--- config.mk ---
export PLATFORM = sky130hd
export DESIGN_NAME = ysyx_23060332_exu_mc
export DESIGN_NICKNAME = d
export VERILOG_FILES = /design/src/rtl/ysyx_23060332_exu_mc.sv
export SDC_FILE = /design/constraint.sdc
export NUM_CORES = 2
export LEC_CHECK = 0
export BUFFER_PORTS_ARGS = -buffer_cell sky130_fd_sc_hd__clkbuf_2
export CAP_MARGIN = 5
export CORE_MARGIN = 2
export CORE_UTILIZATION = 57
export DETAILED_ROUTE_END_ITERATION = 8
export MAX_ROUTING_LAYER = met4
export PLACE_DENSITY = 0.79
export SLEW_MARGIN = 20
export SYNTH_ARGS = -nofsm -noshare
export SYNTH_HDL_FRONTEND = slang
export SYNTH_SLANG_ARGS = --single-unit
export TNS_END_PERCENT = 100
--- constraint.sdc ---
create_clock -name clk -period 4.45 [get_ports clk]
set_input_delay 0.6675 -clock clk [delete_from_list [all_inputs] [get_ports clk]]
set_output_delay 0.6675 -clock clk [all_outputs]
set_load 0.05 [all_outputs]
--- src/rtl/ysyx_23060332_exu_mc.sv ---
// Multi-cycle execute unit: single-cycle ALU/jump/branch ops plus an optional iterative
// RV32M multiply/divide, with valid/ready handshakes and a one-deep result register.
module ysyx_23060332_exu_mc #(
  parameter int XLEN       = 32,
  parameter int REG_ADDR_W = 5,
  parameter bit HAS_MDU    = 1'b1
) (
  input  logic                  clk,
  input  logic                  rst,
  input  logic                  flush,
  input  logic                  in_valid,
  output logic                  in_ready,
  input  logic [4:0]            op,
  input  logic [XLEN-1:0]       op1,
  input  logic [XLEN-1:0]       op2,
  input  logic [XLEN-1:0]       op1_jump,
  input  logic [XLEN-1:0]       op2_jump,
  input  logic                  reg_wen_i,
  input  logic [REG_ADDR_W-1:0] waddr_i,
  output logic                  out_valid,
  input  logic                  out_ready,
  output logic [XLEN-1:0]       wdata,
  output logic [REG_ADDR_W-1:0] waddr_o,
  output logic                  reg_wen_o,
  output logic                  jump_en,
  output logic [XLEN-1:0]       jump_addr
);

  localparam int SHW  = $clog2(XLEN);
  localparam int CNTW = $clog2(XLEN + 1);

  localparam logic [4:0] OP_ADD    = 5'd0;
  localparam logic [4:0] OP_SUB    = 5'd1;
  localparam logic [4:0] OP_AND    = 5'd2;
  localparam logic [4:0] OP_OR     = 5'd3;
  localparam logic [4:0] OP_XOR    = 5'd4;
  localparam logic [4:0] OP_SLL    = 5'd5;
  localparam logic [4:0] OP_SRL    = 5'd6;
  localparam logic [4:0] OP_SRA    = 5'd7;
  localparam logic [4:0] OP_SLT    = 5'd8;
  localparam logic [4:0] OP_SLTU   = 5'd9;
  localparam logic [4:0] OP_JUMP   = 5'd10;
  localparam logic [4:0] OP_BEQ    = 5'd11;
  localparam logic [4:0] OP_BNE    = 5'd12;
  localparam logic [4:0] OP_BLT    = 5'd13;
  localparam logic [4:0] OP_BGE    = 5'd14;
  localparam logic [4:0] OP_BLTU   = 5'd15;
  localparam logic [4:0] OP_BGEU   = 5'd16;
  localparam logic [4:0] OP_MUL    = 5'd17;
  localparam logic [4:0] OP_MULH   = 5'd18;
  localparam logic [4:0] OP_MULHSU = 5'd19;
  localparam logic [4:0] OP_MULHU  = 5'd20;
  localparam logic [4:0] OP_DIV    = 5'd21;
  localparam logic [4:0] OP_DIVU   = 5'd22;
  localparam logic [4:0] OP_REM    = 5'd23;
  localparam logic [4:0] OP_REMU   = 5'd24;

  typedef enum logic [1:0] {IDLE, BUSY, DONE} state_t;

  state_t          state_reg, state_next;
  logic [CNTW-1:0] count_reg, count_next;

  logic accept, is_mdu, is_div, start_mdu, wen_ok;

  assign in_ready  = (state_reg == IDLE) && (!out_valid || out_ready) && !flush;
  assign accept    = in_valid && in_ready;
  assign is_mdu    = (op >= OP_MUL) && (op <= OP_REMU);
  assign is_div    = (op >= OP_DIV);
  assign start_mdu = accept && is_mdu && HAS_MDU;
  assign wen_ok    = reg_wen_i && (waddr_i != '0);

  // ---------------- single-cycle datapath ----------------
  logic [XLEN-1:0] add_res, sub_res, jsum, alu_wdata, alu_jaddr;
  logic            alu_wen, alu_jump, eq, lt, ltu;
  logic [SHW-1:0]  shamt;

  assign add_res = op1 + op2;
  assign sub_res = op1 - op2;
  assign jsum    = op1_jump + op2_jump;
  assign eq      = (op1 == op2);
  assign lt      = ($signed(op1) < $signed(op2));
  assign ltu     = (op1 < op2);
  assign shamt   = op2[SHW-1:0];

  always_comb begin
    alu_wdata = '0;
    alu_wen   = 1'b0;
    alu_jump  = 1'b0;
    alu_jaddr = '0;
    case (op)
      OP_ADD:  begin alu_wdata = add_res;                         alu_wen = wen_ok; end
      OP_SUB:  begin alu_wdata = sub_res;                         alu_wen = wen_ok; end
      OP_AND:  begin alu_wdata = op1 & op2;                       alu_wen = wen_ok; end
      OP_OR:   begin alu_wdata = op1 | op2;                       alu_wen = wen_ok; end
      OP_XOR:  begin alu_wdata = op1 ^ op2;                       alu_wen = wen_ok; end
      OP_SLL:  begin alu_wdata = op1 << shamt;                    alu_wen = wen_ok; end
      OP_SRL:  begin alu_wdata = op1 >> shamt;                    alu_wen = wen_ok; end
      OP_SRA:  begin alu_wdata = $signed(op1) >>> shamt;          alu_wen = wen_ok; end
      OP_SLT:  begin alu_wdata = {{(XLEN-1){1'b0}}, lt};          alu_wen = wen_ok; end
      OP_SLTU: begin alu_wdata = {{(XLEN-1){1'b0}}, ltu};         alu_wen = wen_ok; end
      OP_JUMP: begin
        alu_wdata = add_res;
        alu_wen   = wen_ok;
        alu_jump  = 1'b1;
        alu_jaddr = {jsum[XLEN-1:1], 1'b0};
      end
      OP_BEQ:  begin alu_jump = eq;   alu_jaddr = jsum; end
      OP_BNE:  begin alu_jump = !eq;  alu_jaddr = jsum; end
      OP_BLT:  begin alu_jump = lt;   alu_jaddr = jsum; end
      OP_BGE:  begin alu_jump = !lt;  alu_jaddr = jsum; end
      OP_BLTU: begin alu_jump = ltu;  alu_jaddr = jsum; end
      OP_BGEU: begin alu_jump = !ltu; alu_jaddr = jsum; end
      // Reached only when the MDU is absent: retire with zero data.
      OP_MUL, OP_MULH, OP_MULHSU, OP_MULHU,
      OP_DIV, OP_DIVU, OP_REM, OP_REMU: alu_wen = wen_ok;
      default: ;
    endcase
  end

  // ---------------- FSM ----------------
  always_comb begin
    state_next = state_reg;
    count_next = count_reg;
    case (state_reg)
      IDLE: begin
        if (start_mdu) begin
          state_next = BUSY;
          count_next = CNTW'(XLEN);
        end
      end
      BUSY: begin
        count_next = count_reg - CNTW'(1);
        if (count_reg == CNTW'(1)) state_next = DONE;
      end
      DONE:    state_next = IDLE;
      default: state_next = IDLE;
    endcase
    if (flush) begin
      state_next = IDLE;
      count_next = '0;
    end
  end

  always_ff @(posedge clk) begin
    if (rst) begin
      state_reg <= IDLE;
      count_reg <= '0;
    end else begin
      state_reg <= state_next;
      count_reg <= count_next;
    end
  end

  // ---------------- iterative MUL/DIV ----------------
  // Both units work on magnitudes; hi/lo form the 2*XLEN product, or remainder/quotient.
  logic [XLEN-1:0]       md_a_reg, md_hi_reg, md_lo_reg, md_op1_reg;
  logic [4:0]            md_op_reg;
  logic                  md_neg_reg, md_neg_rem_reg, md_div_zero_reg, md_is_div_reg;
  logic [REG_ADDR_W-1:0] md_waddr_reg;
  logic                  md_wen_reg;

  logic            op1_signed, op2_signed, op1_neg, op2_neg;
  logic [XLEN-1:0] mag1, mag2;
  logic [XLEN:0]   mul_sum, rem_shift, div_diff;

  assign op1_signed = (op == OP_MULH) || (op == OP_MULHSU) || (op == OP_DIV) || (op == OP_REM);
  assign op2_signed = (op == OP_MULH) || (op == OP_DIV) || (op == OP_REM);
  assign op1_neg    = op1_signed && op1[XLEN-1];
  assign op2_neg    = op2_signed && op2[XLEN-1];
  assign mag1       = op1_neg ? -op1 : op1;
  assign mag2       = op2_neg ? -op2 : op2;

  assign mul_sum   = {1'b0, md_hi_reg} + (md_lo_reg[0] ? {1'b0, md_a_reg} : {(XLEN+1){1'b0}});
  assign rem_shift = {md_hi_reg, md_lo_reg[XLEN-1]};
  assign div_diff  = rem_shift - {1'b0, md_a_reg};

  always_ff @(posedge clk) begin
    if (rst) begin
      md_a_reg        <= '0;
      md_hi_reg       <= '0;
      md_lo_reg       <= '0;
      md_op1_reg      <= '0;
      md_op_reg       <= '0;
      md_neg_reg      <= 1'b0;
      md_neg_rem_reg  <= 1'b0;
      md_div_zero_reg <= 1'b0;
      md_is_div_reg   <= 1'b0;
      md_waddr_reg    <= '0;
      md_wen_reg      <= 1'b0;
    end else if (start_mdu) begin
      md_a_reg        <= is_div ? mag2 : mag1;
      md_lo_reg       <= is_div ? mag1 : mag2;
      md_hi_reg       <= '0;
      md_op1_reg      <= op1;
      md_op_reg       <= op;
      md_neg_reg      <= op1_neg ^ op2_neg;
      md_neg_rem_reg  <= op1_neg;
      md_div_zero_reg <= (op2 == '0);
      md_is_div_reg   <= is_div;
      md_waddr_reg    <= waddr_i;
      md_wen_reg      <= wen_ok;
    end else if (state_reg == BUSY) begin
      if (md_is_div_reg) begin
        if (!div_diff[XLEN]) begin
          md_hi_reg <= div_diff[XLEN-1:0];
          md_lo_reg <= {md_lo_reg[XLEN-2:0], 1'b1};
        end else begin
          md_hi_reg <= rem_shift[XLEN-1:0];
          md_lo_reg <= {md_lo_reg[XLEN-2:0], 1'b0};
        end
      end else begin
        md_hi_reg <= mul_sum[XLEN:1];
        md_lo_reg <= {mul_sum[0], md_lo_reg[XLEN-1:1]};
      end
    end
  end

  logic [2*XLEN-1:0] prod, prod_fix;
  logic [XLEN-1:0]   quot_fix, rem_fix, mdu_wdata;

  assign prod     = {md_hi_reg, md_lo_reg};
  assign prod_fix = md_neg_reg ? -prod : prod;
  // Signed overflow needs no special case: |q| = 2^(XLEN-1) with positive sign wraps correctly.
  assign quot_fix = md_div_zero_reg ? {XLEN{1'b1}} : (md_neg_reg ? -md_lo_reg : md_lo_reg);
  assign rem_fix  = md_div_zero_reg ? md_op1_reg : (md_neg_rem_reg ? -md_hi_reg : md_hi_reg);

  always_comb begin
    mdu_wdata = '0;
    case (md_op_reg)
      OP_MUL:                        mdu_wdata = prod_fix[XLEN-1:0];
      OP_MULH, OP_MULHSU, OP_MULHU:  mdu_wdata = prod_fix[2*XLEN-1:XLEN];
      OP_DIV, OP_DIVU:               mdu_wdata = quot_fix;
      OP_REM, OP_REMU:               mdu_wdata = rem_fix;
      default:                       mdu_wdata = '0;
    endcase
  end

  // ---------------- result register ----------------
  always_ff @(posedge clk) begin
    if (rst || flush) begin
      out_valid <= 1'b0;
      wdata     <= '0;
      waddr_o   <= '0;
      reg_wen_o <= 1'b0;
      jump_en   <= 1'b0;
      jump_addr <= '0;
    end else if (accept && !start_mdu) begin
      out_valid <= 1'b1;
      wdata     <= alu_wdata;
      waddr_o   <= waddr_i;
      reg_wen_o <= alu_wen;
      jump_en   <= alu_jump;
      jump_addr <= alu_jaddr;
    end else if (state_reg == DONE) begin
      out_valid <= 1'b1;
      wdata     <= mdu_wdata;
      waddr_o   <= md_waddr_reg;
      reg_wen_o <= md_wen_reg;
      jump_en   <= 1'b0;
      jump_addr <= '0;
    end else if (out_valid && out_ready) begin
      out_valid <= 1'b0;
      wdata     <= '0;
      waddr_o   <= '0;
      reg_wen_o <= 1'b0;
      jump_en   <= 1'b0;
      jump_addr <= '0;
    end
  end

endmodule

==> qor.json <==
{
  "status": {"value": "complete, no violations"},
  "design.core.area": {"value": 47900, "unit": "um2"},
  "power_leakage": {"value": 12.3, "unit": "nW"},
  "cts_repair_resize_count": {"value": 0},
  "critical_path_arrival": {"value": 4660, "unit": "ps"},
  "cts.repair_timing.setup_buffer_count": {"value": 0},
  "first_global_vias": {"value": 29700},
  "category_of_the_critical_setup_timing_path": {"value": "reg2reg"},
  "hold_viol": {"value": 0},
  "route.detailed.wl_per_inst": {"value": 26.8, "unit": "um"},
  "grt_start_max_net_pins": {"value": 91},
  "fp.dieArea": {"value": 50500, "unit": "um2"},
  "detailedPlacementHpwl": {"value": 96.9, "unit": "mm"},
  "drt_via_density": {"value": 6.99},
  "syn_area_per_cell": {"value": 7.14, "unit": "um2"},
  "path_clk_slew": {"value": 60, "unit": "ps"},
  "die_w": {"value": 225, "unit": "um"},
  "ir_drop_worst_case_vdd": {"value": 0.304, "unit": "mV"},
  "final_design_area_no_fill": {"value": 30600, "unit": "um2"},
  "whs_path_depth": {"value": 3},
  "place.port_buffers": {"value": 216},
  "drv_slew": {"value": 0},
  "cts_max_level": {"value": 1},
  "vias": {"value": 32300},
  "synthAdderAreaFrac": {"value": 9.28, "unit": "%"},
  "drt_iter0_drc": {"value": 4460},
  "timing.clock.skew": {"value": 30.1, "unit": "ps"},
  "synth_xor_area_share": {"value": 7.25, "unit": "%"},
  "cts_made_buffers": {"value": 26},
  "async_flop_share": {"value": 0, "unit": "%"},
  "most_frequent_cell_after_synthesis": {"value": "sky130_fd_sc_hd__nand2_1"},
  "synth.net_count": {"value": 4239},
  "yosys-top-cells-count": {"value": "sky130_fd_sc_hd__nand2_1, sky130_fd_sc_hd__a21oi_1, sky130_fd_sc_hd__nor2_1"},
  "sequential_cell_area": {"value": 4470, "unit": "um2"},
  "number_of_synthesized_flops_with_an_enable_pin": {"value": 0},
  "timing.final.crit_period": {"value": 4170, "unit": "ps"},
  "rsz_0062_raised_after_global_routing": {"value": "no"},
  "r2r.worst_path.cells": {"value": 13},
  "drc": {"value": 0},
  "totalNegativeSetupSlack": {"value": 0, "unit": "ps"},
  "busiest_layer": {"value": "met2"},
  "layout_worst_path_cycle_share": {"value": 93.8, "unit": "%"},
  "num_rows": {"value": 80},
  "postSynth.topFlopCell": {"value": "sky130_fd_sc_hd__dfxtp_1"},
  "grt_util_all_layers": {"value": 48.7, "unit": "%"},
  "final_weighted_congestion_in_routability_driven_placement": {"value": 1.19},
  "multi_input_area": {"value": 21500, "unit": "um2"},
  "worst_setup_path_start_kind": {"value": "flop"},
  "clk-insertion-delay-late": {"value": 580, "unit": "ps"},
  "synthSimpleGateAreaFrac": {"value": 20.6, "unit": "%"},
  "number_of_antenna_violations_at_the_first_check_in_global_routing": {"value": 3},
  "worst-endpoint-required": {"value": 4930, "unit": "ps"},
  "synth_seq_cells": {"value": 223},
  "wl": {"value": 124, "unit": "mm"},
  "timing.max_cap.violations": {"value": 0},
  "synth_area_leaders": {"value": "sky130_fd_sc_hd__dfxtp_1, sky130_fd_sc_hd__ha_1, sky130_fd_sc_hd__a21oi_1"},
  "synth-compound-area-share": {"value": 31.8, "unit": "%"},
  "synthesis.area": {"value": 27800, "unit": "um2"},
  "clockRootBuffer": {"value": "sky130_fd_sc_hd__clkbuf_16"},
  "cts_hold_buffers": {"value": 0},
  "grt.overflow.total": {"value": 0},
  "clock-sinks": {"value": 223},
  "cp_capture_type": {"value": "flop"},
  "synthesis.instances": {"value": 3892},
  "synth_top_cell_by_area": {"value": "sky130_fd_sc_hd__dfxtp_1"},
  "power.density": {"value": 230, "unit": "nW/um2"},
  "fmax": {"value": 240, "unit": "MHz"},
  "synth_top_family_by_area": {"value": "compound AO/OA/AOI/OAI gates"},
  "synth.lib_cells_used.distinct": {"value": 92},
  "met1_usage": {"value": 59.2, "unit": "%"},
  "fillers": {"value": 4484},
  "die-height": {"value": 225, "unit": "um"},
  "dpl_cell_area": {"value": 29700, "unit": "um2"},
  "yosysSeqAreaShare": {"value": 16.1, "unit": "%"},
  "grtUsageMet2": {"value": 71.9, "unit": "%"},
  "layout-drive-gt1-share": {"value": 13.9, "unit": "%"},
  "nNetsFinal": {"value": 4327},
  "tritoncts_clock_tree": {"value": "built"},
  "worst_pin_slew": {"value": 1060, "unit": "ps"},
  "first_pass_iters": {"value": 7},
  "grt_pass1_wl": {"value": 183, "unit": "mm"},
  "drt.antenna.violating_nets": {"value": 0},
  "worstHoldPathType": {"value": "in2reg"},
  "synthMuxAreaShare": {"value": 8.41, "unit": "%"},
  "slew-limit-headroom": {"value": 28.2, "unit": "%"},
  "layout_overhead_on_the_synthesized_area": {"value": 10.2, "unit": "%"},
  "worstPathMaxFanout": {"value": 22},
  "synthesis.yosys.warnings": {"value": 0},
  "initial_utilization": {"value": 57.9, "unit": "%"},
  "synth_top_area_share": {"value": 16.1, "unit": "%"},
  "setup_violations": {"value": 0},
  "io_pins": {"value": 217},
  "met3_usage": {"value": 13.6, "unit": "%"},
  "cts.path.max_buffers": {"value": 3}
}
cells in the final DEF (no fill, tap or decap), drive strengths merged, types with 12 or more instances in the layout:
cell    netlist  routed
nand2b       28      28
a211oi       49      49
and2         18      18
o221ai       25      25
xnor2       143     143
o31ai        56      56
nand3        61      61
a211o        16      16
xor2         87      87
dfxtp       223     223
and3         16      16
o21a         31      31
or3          35      35
a31oi        44      44
nor2b        34      34
nor2        375     375
o21ai       260     260
or2          24      24
mux2         14      14
mux4         63      63
or4          19      19
a21oi       401     401
inv         160     160
o21bai       25      25
a221oi       30      30
o22ai        33      33
clkbuf      272     251
a22oi        42      42
o211ai      108     108
o41ai        21      21
mux2i        76      76
a21o         57      57
a41oi        12      12
a221o        12      12
nor3         85      85
buf          46     164
ha          198     198
nand4        27      27
nand2       452     452
nor4         33      33
final timing paths:
check                              from                           end  slack [ps]
max reg2reg  md_lo_reg[31]$_SDFFE_PP0P_    md_hi_reg[21]$_SDFFE_PP0P_         280
min reg2reg    md_a_reg[3]$_SDFFE_PP0P_      md_a_reg[3]$_SDFFE_PP0P_         450
max          md_lo_reg[31]$_SDFFE_PP0P_    md_hi_reg[21]$_SDFFE_PP0P_         280
min                          waddr_i[2]  md_waddr_reg[2]$_SDFFE_PP0P_         350
logic make-up (layout without fill, tap and decap cells):
| group | count (synthesis) | after routing |
|---|---|---|
| muxes | 153 | 153 |
| and+or+nand+nor | 1248 | 1248 |
| DFF | 223 | 223 |
| adders and majority gates | 203 | 203 |
| AOI/OAI and AO/OA | 1357 | 1357 |
| buffers and inverters | 478 | 585 |
| other | 0 | 8 |
| xor gates and xnor gates | 230 | 230 |
power breakdown:
| part | internal (mW) | switching [mW] |
|---|---|---|
| Combinational | 0.974 | 1.78 |
| Clock | 1.25 | 0.940 |
| Sequential | 2.04 | 0.0576 |
| Total | 4.26 | 2.78 |
stage by stage:
stage	utilization, %	power, mW	setup slack [ps]	hold WS (ps)	instances
final	63.8	7.04	277	353	4622
after floorplan	-	3.90	38.1	432	3892
after CTS	63.8	6.92	364	336	4614
after detailed placement	62.0	4.76	381	444	4567
after global routing	63.8	7.26	92.3	386	4617
after global placement	62.0	4.75	426	434	4567
critical path, stage by stage (launching register included):
cell	delay, ps
sky130_fd_sc_hd__dfxtp_1	470
sky130_fd_sc_hd__inv_1	220
sky130_fd_sc_hd__ha_1	260
sky130_fd_sc_hd__fa_1	410
sky130_fd_sc_hd__nand2b_1	200
sky130_fd_sc_hd__a21o_1	200
sky130_fd_sc_hd__a21oi_1	300
sky130_fd_sc_hd__a211oi_1	180
sky130_fd_sc_hd__nor3_1	490
sky130_fd_sc_hd__or3_1	750
sky130_fd_sc_hd__buf_4	260
sky130_fd_sc_hd__nand2_1	50
sky130_fd_sc_hd__o211a_1	140
sky130_fd_sc_hd__a211oi_1	150
metal layers:
layer | routed length, um | vias to the layer above
met4 | 9040 | 0
met3 | 15600 | 509
li1 | - | 14500
met2 | 51900 | 2180
met1 | 47100 | 15200
met5 | 0 | -
layout make-up:
cell class / count / share of cell area, %
antenna: 8 / 0.0654
clock buffer: 37 / 2.36
clock inverter: 10 / 0.392
inverter: 160 / 1.96
multi-input combinational: 3191 / 70.4
sequential: 223 / 14.6
tap: 615 / 2.51
timing repair buffer: 378 / 7.73
No activity file was read; power rests on OpenSTA's default activity.
